===== src/rtl/imm_ext_pipe_pkg.sv =====
// ============================================================================
// Module      : imm_ext_pipe_pkg
// Description : Extension-mode codes and skid-buffer occupancy encoding.
// Revision    : 1.0 - initial release
// ============================================================================
`default_nettype none

package imm_ext_pipe_pkg;

    localparam logic [2:0] C_EXTOP_SIGN  = 3'd0;
    localparam logic [2:0] C_EXTOP_ZERO  = 3'd1;
    localparam logic [2:0] C_EXTOP_HIGH  = 3'd2;
    localparam logic [2:0] C_EXTOP_BR    = 3'd3;
    localparam logic [2:0] C_EXTOP_ZHIGH = 3'd4;

    localparam logic [1:0] C_OCC_EMPTY = 2'd0;
    localparam logic [1:0] C_OCC_ONE   = 2'd1;
    localparam logic [1:0] C_OCC_FULL  = 2'd2;

endpackage

`default_nettype wire


===== src/rtl/imm_ext_pipe_core.sv =====
// ============================================================================
// Module      : imm_ext_core
// Description : Combinational immediate extender, five modes plus illegal.
// Revision    : 1.0 - initial release
// ============================================================================
`default_nettype none

module imm_ext_core
    import imm_ext_pipe_pkg::*;
#(
    parameter int IN_W  = 16,
    parameter int OUT_W = 32,
    parameter int OP_W  = 3
) (
    input  logic [IN_W-1:0]  in_imm,
    input  logic [OP_W-1:0]  in_op,
    output logic [OUT_W-1:0] imm,
    output logic             illegal
);

    logic [OUT_W-1:0] w_sext;
    logic [OUT_W-1:0] w_zext;

    assign w_sext = {{(OUT_W-IN_W){in_imm[IN_W-1]}}, in_imm};
    assign w_zext = {{(OUT_W-IN_W){1'b0}}, in_imm};

    // Shifted modes drop the top two bits so the width stays OUT_W.
    always_comb begin
        imm     = '0;
        illegal = 1'b0;
        case (in_op)
            OP_W'(C_EXTOP_SIGN):  imm = w_sext;
            OP_W'(C_EXTOP_ZERO):  imm = w_zext;
            OP_W'(C_EXTOP_HIGH):  imm = {in_imm, {(OUT_W-IN_W){1'b0}}};
            OP_W'(C_EXTOP_BR):    imm = {w_sext[OUT_W-3:0], 2'b00};
            OP_W'(C_EXTOP_ZHIGH): imm = {w_zext[OUT_W-3:0], 2'b00};
            default:              illegal = 1'b1;
        endcase
    end

endmodule

`default_nettype wire


===== src/rtl/imm_ext_pipe.sv =====
// ============================================================================
// Module      : imm_ext_pipe
// Description : Immediate extender registered into a 2-entry valid/ready skid
//               buffer carrying an opaque tag; flushable.
// Revision    : 1.0 - initial release
// ============================================================================
`default_nettype none

module imm_ext_pipe
    import imm_ext_pipe_pkg::*;
#(
    parameter int IN_W  = 16,
    parameter int OUT_W = 32,
    parameter int OP_W  = 3,
    parameter int TAG_W = 32
) (
    input  logic             clk,
    input  logic             reset,
    input  logic             flush,
    input  logic             in_valid,
    output logic             in_ready,
    input  logic [IN_W-1:0]  in_imm,
    input  logic [OP_W-1:0]  in_op,
    input  logic [TAG_W-1:0] in_tag,
    output logic             out_valid,
    input  logic             out_ready,
    output logic [OUT_W-1:0] out_imm,
    output logic [TAG_W-1:0] out_tag,
    output logic             out_illegal
);

    logic [OUT_W-1:0] w_ext_imm;
    logic             w_ext_ill;

    imm_ext_core #(
        .IN_W  (IN_W),
        .OUT_W (OUT_W),
        .OP_W  (OP_W)
    ) u_core (
        .in_imm  (in_imm),
        .in_op   (in_op),
        .imm     (w_ext_imm),
        .illegal (w_ext_ill)
    );

    logic [1:0]       r_occ;
    logic             r_in_ready;
    logic [OUT_W-1:0] r_main_imm;
    logic [TAG_W-1:0] r_main_tag;
    logic             r_main_ill;
    logic [OUT_W-1:0] r_skid_imm;
    logic [TAG_W-1:0] r_skid_tag;
    logic             r_skid_ill;

    logic       w_in_fire;
    logic       w_out_fire;
    logic [1:0] w_occ_nxt;
    logic       w_ld_main_in;
    logic       w_ld_main_skid;
    logic       w_ld_skid;

    assign out_valid   = (r_occ != C_OCC_EMPTY);
    assign in_ready    = r_in_ready;
    assign out_imm     = r_main_imm;
    assign out_tag     = r_main_tag;
    assign out_illegal = r_main_ill;

    assign w_in_fire  = in_valid & r_in_ready;
    assign w_out_fire = out_valid & out_ready;

    always_comb begin
        w_occ_nxt      = r_occ;
        w_ld_main_in   = 1'b0;
        w_ld_main_skid = 1'b0;
        w_ld_skid      = 1'b0;
        case (r_occ)
            C_OCC_EMPTY: begin
                if (w_in_fire) begin
                    w_ld_main_in = 1'b1;
                    w_occ_nxt    = C_OCC_ONE;
                end
            end
            C_OCC_ONE: begin
                if (w_in_fire && w_out_fire) begin
                    w_ld_main_in = 1'b1;
                end else if (w_in_fire) begin
                    w_ld_skid = 1'b1;
                    w_occ_nxt = C_OCC_FULL;
                end else if (w_out_fire) begin
                    w_occ_nxt = C_OCC_EMPTY;
                end
            end
            C_OCC_FULL: begin
                // in_ready is low here, so only the drain side can move.
                if (w_out_fire) begin
                    w_ld_main_skid = 1'b1;
                    w_occ_nxt      = C_OCC_ONE;
                end
            end
            default: w_occ_nxt = C_OCC_EMPTY;
        endcase
    end

    always_ff @(posedge clk) begin
        if (reset) begin
            r_occ      <= C_OCC_EMPTY;
            r_in_ready <= 1'b1;
            r_main_imm <= '0;
            r_main_tag <= '0;
            r_main_ill <= 1'b0;
            r_skid_imm <= '0;
            r_skid_tag <= '0;
            r_skid_ill <= 1'b0;
        end else if (flush) begin
            r_occ      <= C_OCC_EMPTY;
            r_in_ready <= 1'b1;
        end else begin
            r_occ      <= w_occ_nxt;
            r_in_ready <= (w_occ_nxt != C_OCC_FULL);
            if (w_ld_main_in) begin
                r_main_imm <= w_ext_imm;
                r_main_tag <= in_tag;
                r_main_ill <= w_ext_ill;
            end else if (w_ld_main_skid) begin
                r_main_imm <= r_skid_imm;
                r_main_tag <= r_skid_tag;
                r_main_ill <= r_skid_ill;
            end
            if (w_ld_skid) begin
                r_skid_imm <= w_ext_imm;
                r_skid_tag <= in_tag;
                r_skid_ill <= w_ext_ill;
            end
        end
    end

endmodule

`default_nettype wire


===== config.mk =====
export PLATFORM = sky130hd
export DESIGN_NAME = imm_ext_pipe
export DESIGN_NICKNAME = d
export VERILOG_FILES = /design/src/rtl/imm_ext_pipe_pkg.sv /design/src/rtl/imm_ext_pipe_core.sv /design/src/rtl/imm_ext_pipe.sv
export SDC_FILE = /design/constraint.sdc
export NUM_CORES = 1
export LEC_CHECK = 0
export BUFFER_PORTS_ARGS = -buffer_cell sky130_fd_sc_hd__buf_2
export CAP_MARGIN = 40
export CORE_UTILIZATION = 46
export CTS_CLUSTER_DIAMETER = 60
export DETAILED_ROUTE_END_ITERATION = 10
export PLACE_DENSITY = 0.68
export SLEW_MARGIN = 15
export SYNTH_ARGS = -nofsm -noshare
export SYNTH_HDL_FRONTEND = slang
export SYNTH_SLANG_ARGS = --single-unit
export TNS_END_PERCENT = 5

===== constraint.sdc =====
create_clock -name clk -period 2.18 [get_ports clk]
set_input_delay 0.436 -clock clk [delete_from_list [all_inputs] [get_ports clk]]
set_output_delay 0.436 -clock clk [all_outputs]
set_load 0.02 [all_outputs]

# After elaboration in Yosys (flattened, before gate mapping)
# Index checks and enable logic that the tools add are counted.
[totals]
out_inout_bits = 67
register_bits = 133
elab_cells = 48
in_bits = 56
[op_classes]
n_eq_ne = 7
mux = 21
n_reduce_logical = 9
bitwise_logic = 3
[ops]
columns = ["operator", "count"]
rows = [
  ["one-hot mux 32 bit (5 select lines)", 1],
  ["2-to-1 mux 32 bit", 4],
  ["2-to-1 mux 2 bit", 5],
  ["2-to-1 mux 1 bit", 9],
  ["equality test 3 x 2 -> 1 bit, second input constant", 2],
  ["one-hot mux 2 bit (3 select lines)", 1],
  ["OR reduction 5 bit", 1],
  ["AND reduction 2 bit", 2],
  ["nonzero test 2 bit", 2],
  ["equality test 3 x 1 -> 1 bit, second input constant", 1],
  ["equality test 3 bit, second input constant", 1],
  ["logical NOT 3 bit", 1],
  ["AND 1 bit", 2],
  ["equality test 2 x 1 -> 1 bit, second input constant", 1],
  ["equality test 2 bit, second input constant", 1],
  ["logical NOT 2 bit", 1],
  ["!= test 2 bit, second input constant", 1],
  ["one-hot mux 1 bit (2 select lines)", 1],
  ["OR reduction 2 bit", 1],
  ["logical AND 1 bit", 1],
  ["NOT 1 bit", 1],
]

# Logic depth before layout (Yosys ltp)
[depth]
depth_word = 7
ltp_mapped = 8

# Hierarchy
# Synthesis repeated with hierarchy kept, for this count alone.
[hier_totals]
hier_cells = 750
area_unflattened_um2 = 5940.7
[modules_own_cells]
columns = ["module", "seq_area_each_um2", "cells_per_inst", "instances", "area_each_um2"]
rows = [
  ["imm_ext_pipe", 2662.6, 666, 1, 5208.7],
  ["imm_ext_core", 0.0, 84, 1, 732.0],
]

# Least setup slack after synthesis
# OpenSTA, ideal clock, no wires.
[synth_timing]
kind = "input -> register"
from = "input port in_op[2]"
to = "register r_main_imm[10] (netlist: out_imm[10])"
path_buffers = 2
setup_slack_ns = 0.617
stages = 6
setup_ns = 0.130
arrival_time_ns = 1.433
path_cell_list = "buf_4 > and2b_1 > buf_4 > a32o_1 > a21oi_1 > o311ai_1"
[synth_between]
elab_chain_len = 3
[synth_lines]
columns = ["element", "line", "source"]
rows = [
  ["from (decl)", "imm_ext_pipe.sv:23", "input logic [OP_W-1:0] in_op,"],
  ["equality test 3 bit (tied with other cells)", "imm_ext_pipe_core.sv:31", "case (in_op)"],
  ["one-hot mux 32 bit (5 select lines) (*)", "imm_ext_pipe_core.sv:31", ""],
  ["2-to-1 mux 32 bit (*)", "imm_ext_pipe.sv:120", "if (w_ld_main_in) begin"],
  ["to (signal assigned)", "imm_ext_pipe.sv:121", "r_main_imm <= w_ext_imm;"],
  ["to (signal assigned)", "imm_ext_pipe.sv:125", "r_main_imm <= r_skid_imm;"],
  ["to (decl)", "imm_ext_pipe.sv:48", "logic [OUT_W-1:0] r_main_imm;"],
]
# Every way passes the cells marked *; elsewhere a longest branch is shown, timed or not.
# A chain may end at the register's enable or synchronous reset.

# Worst setup path after layout
[layout_timing]
from = "register r_in_ready (netlist: in_ready)"
to = "register r_skid_imm[18]"
[layout_between]
elab_chain_len = 5
[layout_lines]
columns = ["element", "line", "source"]
rows = [
  ["from (decl)", "imm_ext_pipe.sv:47", "logic r_in_ready;"],
  ["from (signal assigned)", "imm_ext_pipe.sv:119", "r_in_ready <= (w_occ_nxt != C_OCC_FULL);"],
  ["AND 1 bit (*)", "imm_ext_pipe.sv:68", "assign w_in_fire = in_valid & r_in_ready;"],
  ["2-to-1 mux 1 bit or logical AND 1 bit (tied branches)", "imm_ext_pipe.sv:86, imm_ext_pipe.sv:84", ""],
  ["2-to-1 mux 1 bit (*)", "imm_ext_pipe.sv:84", "if (w_in_fire && w_out_fire) begin"],
  ["2-to-1 mux 1 bit (*)", "imm_ext_pipe.sv:76", "case (r_occ)"],
  ["AND reduction 2 bit (no source line) (*)", "--", ""],
  ["to (signal assigned)", "imm_ext_pipe.sv:130", "r_skid_imm <= w_ext_imm;"],
  ["to (decl)", "imm_ext_pipe.sv:51", "logic [OUT_W-1:0] r_skid_imm;"],
]
# Marks and branches as above.

==> out/qor.txt <==
Final HPWL DP - 10000 um
Share of synthesized registers carrying an async set or reset - 0%
Pins Over Slew Limit - 0
Crit path DAT - 2.07 ns
Fmax - 0.574 GHz
Most frequent cells in the layout - 133 x dfxtp_1, 121 x buf_2, 110 x nand2_1
FILL cells - 1,236
Syn Nets - 742
Share of the synthesized area in the top cell type - 42.5%
H-tree depth - 4
Setup crit start kind - flop
Die area - 0.0141 sq mm
Initial DRC count - 517
Global route overflow - 0
Crit path time final - 1.74 ns
Sequential cell area - 0.00266 sq mm
DR vias/cell - 5.72
Final wirelength - 15,800 um
Final setup fails - 0
Peak supply drop - 0.499 mV
Share of layout cells above drive strength 1 - 32.1%
Reg clk slew, reported paths - 0.05 ns
Power density cells - 851 mW/mm^2
Yosys cell types - 50
Kind of critical path - flop to flop
Cells after Synth - 686
CTS tree - yes
Synth top area cells - dfxtp_1 43%, a211oi_2 7.2%, nand2_1 6.7%
Routability cong. - 0.878
Clock latency on the worst-skew pair - 0.42 ns
Overall routing resource usage - 22.8%
Leakage - 2.73 nW
Diode count - 0
Residual DRC - 0
Register area share after synthesis - 42.5%
Final period util - 79.9%
Total Neg Setup Slack - 0 ns
Clock Sinks - 133
Critical Path End Type - flop
Hold Buf Count CTS - 0
IO Port Bufs - 122
First-pass GRT wire length - 25,600 um
I/O pin count - 123
CTS Buf Count - 17
NumNets Final - 828
First-pass DRT Iterations - 5
Antenna violations before repair - 1
Vias in the first global route - 5,122
CP required - 2.51 ns
Post-Syn Area - 0.00626 sq mm
Post-layout util - 56.4%
Top cell type by total area after synthesis - dfxtp_1
Area Growth Syn to Fin - 19.3%
WL per Instance - 16.4 um
Largest net degree at the start of global routing - 95
Area occupied by multi-input gates - 0.00315 sq mm
Syn. warnings - 0
Postcts setup bufs - 0
Remaining antenna violation count - 0
Routed vias - 5,499
Synth Area per Inst - 9.13 sq um
Starting Density - 47.3%
Endpoints failing hold - 0
FF+latch count, synth - 133
Cts repair resizes - 0
Status - finished clean
Worst hold path class - input port to flop
Worst relative slew slack - 65.0%
CTS root buffer - clkbuf_16
Synth Flop Type - dfxtp_1
Post-synth EDFFs - 0
Clk_skew - 0.00721 ns
Die Wd - 119 um
Die height - 119 um
Commonest non-fill, non-tap cell in the layout - dfxtp_1
Crit-path max FO - 94
Unrepaired setup endpoints after global routing - false
Worst Tran Pin Value - 0.525 ns
Clock Path Buffers - 2
Core Footprint - 0.0132 sq mm
Std-Cell Rows - 42
# Max-Cap Violations - 0
## cell families (layout without fill, tap and decap cells)
kind of cell	Yosys count	count (layout)	share of synthesized area, %
flip-flops	133	133	42.5
AND/OR/NAND/NOR	261	261	21.2
AO/OA/AOI/OAI	217	217	28.3
multiplexers	3	3	0.480
buffers and inverters	72	171	7.51
## cell type report
class                      count  share of cell area, %
multi-input combinational    481                   42.2
sequential                   133                   35.6
timing repair buffer         138                   10.7
clock buffer                  22                   6.48
tap                          176                   2.95
clock inverter                10                   2.01
inverter                       1                 0.0503
## sequential cells by signal, summed over array words and instances, names as in the netlist
signal	flops
out_imm	32
out_tag	32
r_skid_imm	32
r_skid_tag	32
r_occ	2
in_ready	1
out_illegal	1
r_skid_ill	1
## routing by layer
metal	global-route usage (%)	up-vias	routed length, um
li1	-	2667	-
met1	28.3	2632	7100
met2	37.1	176	7380
met3	6.66	22	992
met4	8.47	2	284
met5	0	-	11
## worst max-delay path, stage by stage, from the launching register on
cell	delay, ns
dfxtp_1	0.35
and2_0	0.33
and3_2	0.28
buf_12	0.35
nor2_1	0.07
a211oi_1	0.23
## synthesized netlist by cell type, types with 8 or more instances
library cell  count
a211oi_1         29
buf_2            15
o311ai_1         24
nand2_1         111
buf_4            16
a21oi_2          37
clkbuf_1         26
a211oi_2         36
a32o_1           13
nor2_1           68
nand4b_1         28
dfxtp_1         133
buf_6             8
nand3b_1         27
a21oi_1          66
## power by group
group	internal, W	leakage, nW	total, W	switching, W
Combinational	0.000259	1.33	0.000747	0.000488
Sequential	0.00251	1.08	0.00255	0.0000411
Clock	0.00202	0.319	0.00306	0.00104
Total	0.00479	2.73	0.00635	0.00157
## path summary, 6_finish.rpt
path,startpoint,cells after the start,end,slack (ns)
max,in_ready,5,r_skid_imm[18],0.44
min,flush,2,r_occ[0],0.25
max reg2reg,in_ready,5,r_skid_imm[18],0.44
min reg2reg,out_imm[16],2,out_imm[16],0.45
## per-stage QoR
stage | cell area [sq um] | cells | setup WS (ns) | hold slack (ns) | total power [W]
2_1_floorplan | 6260 | 686 | 0.617 | 0.437 | 0.00313
3_3_place_gp | 6840 | 929 | 0.374 | 0.443 | 0.00333
3_5_place_dp | 6840 | 929 | 0.270 | 0.450 | 0.00335
4_1_cts | 7470 | 961 | 0.427 | 0.225 | 0.00640
5_1_grt | 7470 | 961 | 0.267 | 0.238 | 0.00657
6_report | 7470 | 961 | 0.438 | 0.245 | 0.00635
(Power assumes the default switching activity.)
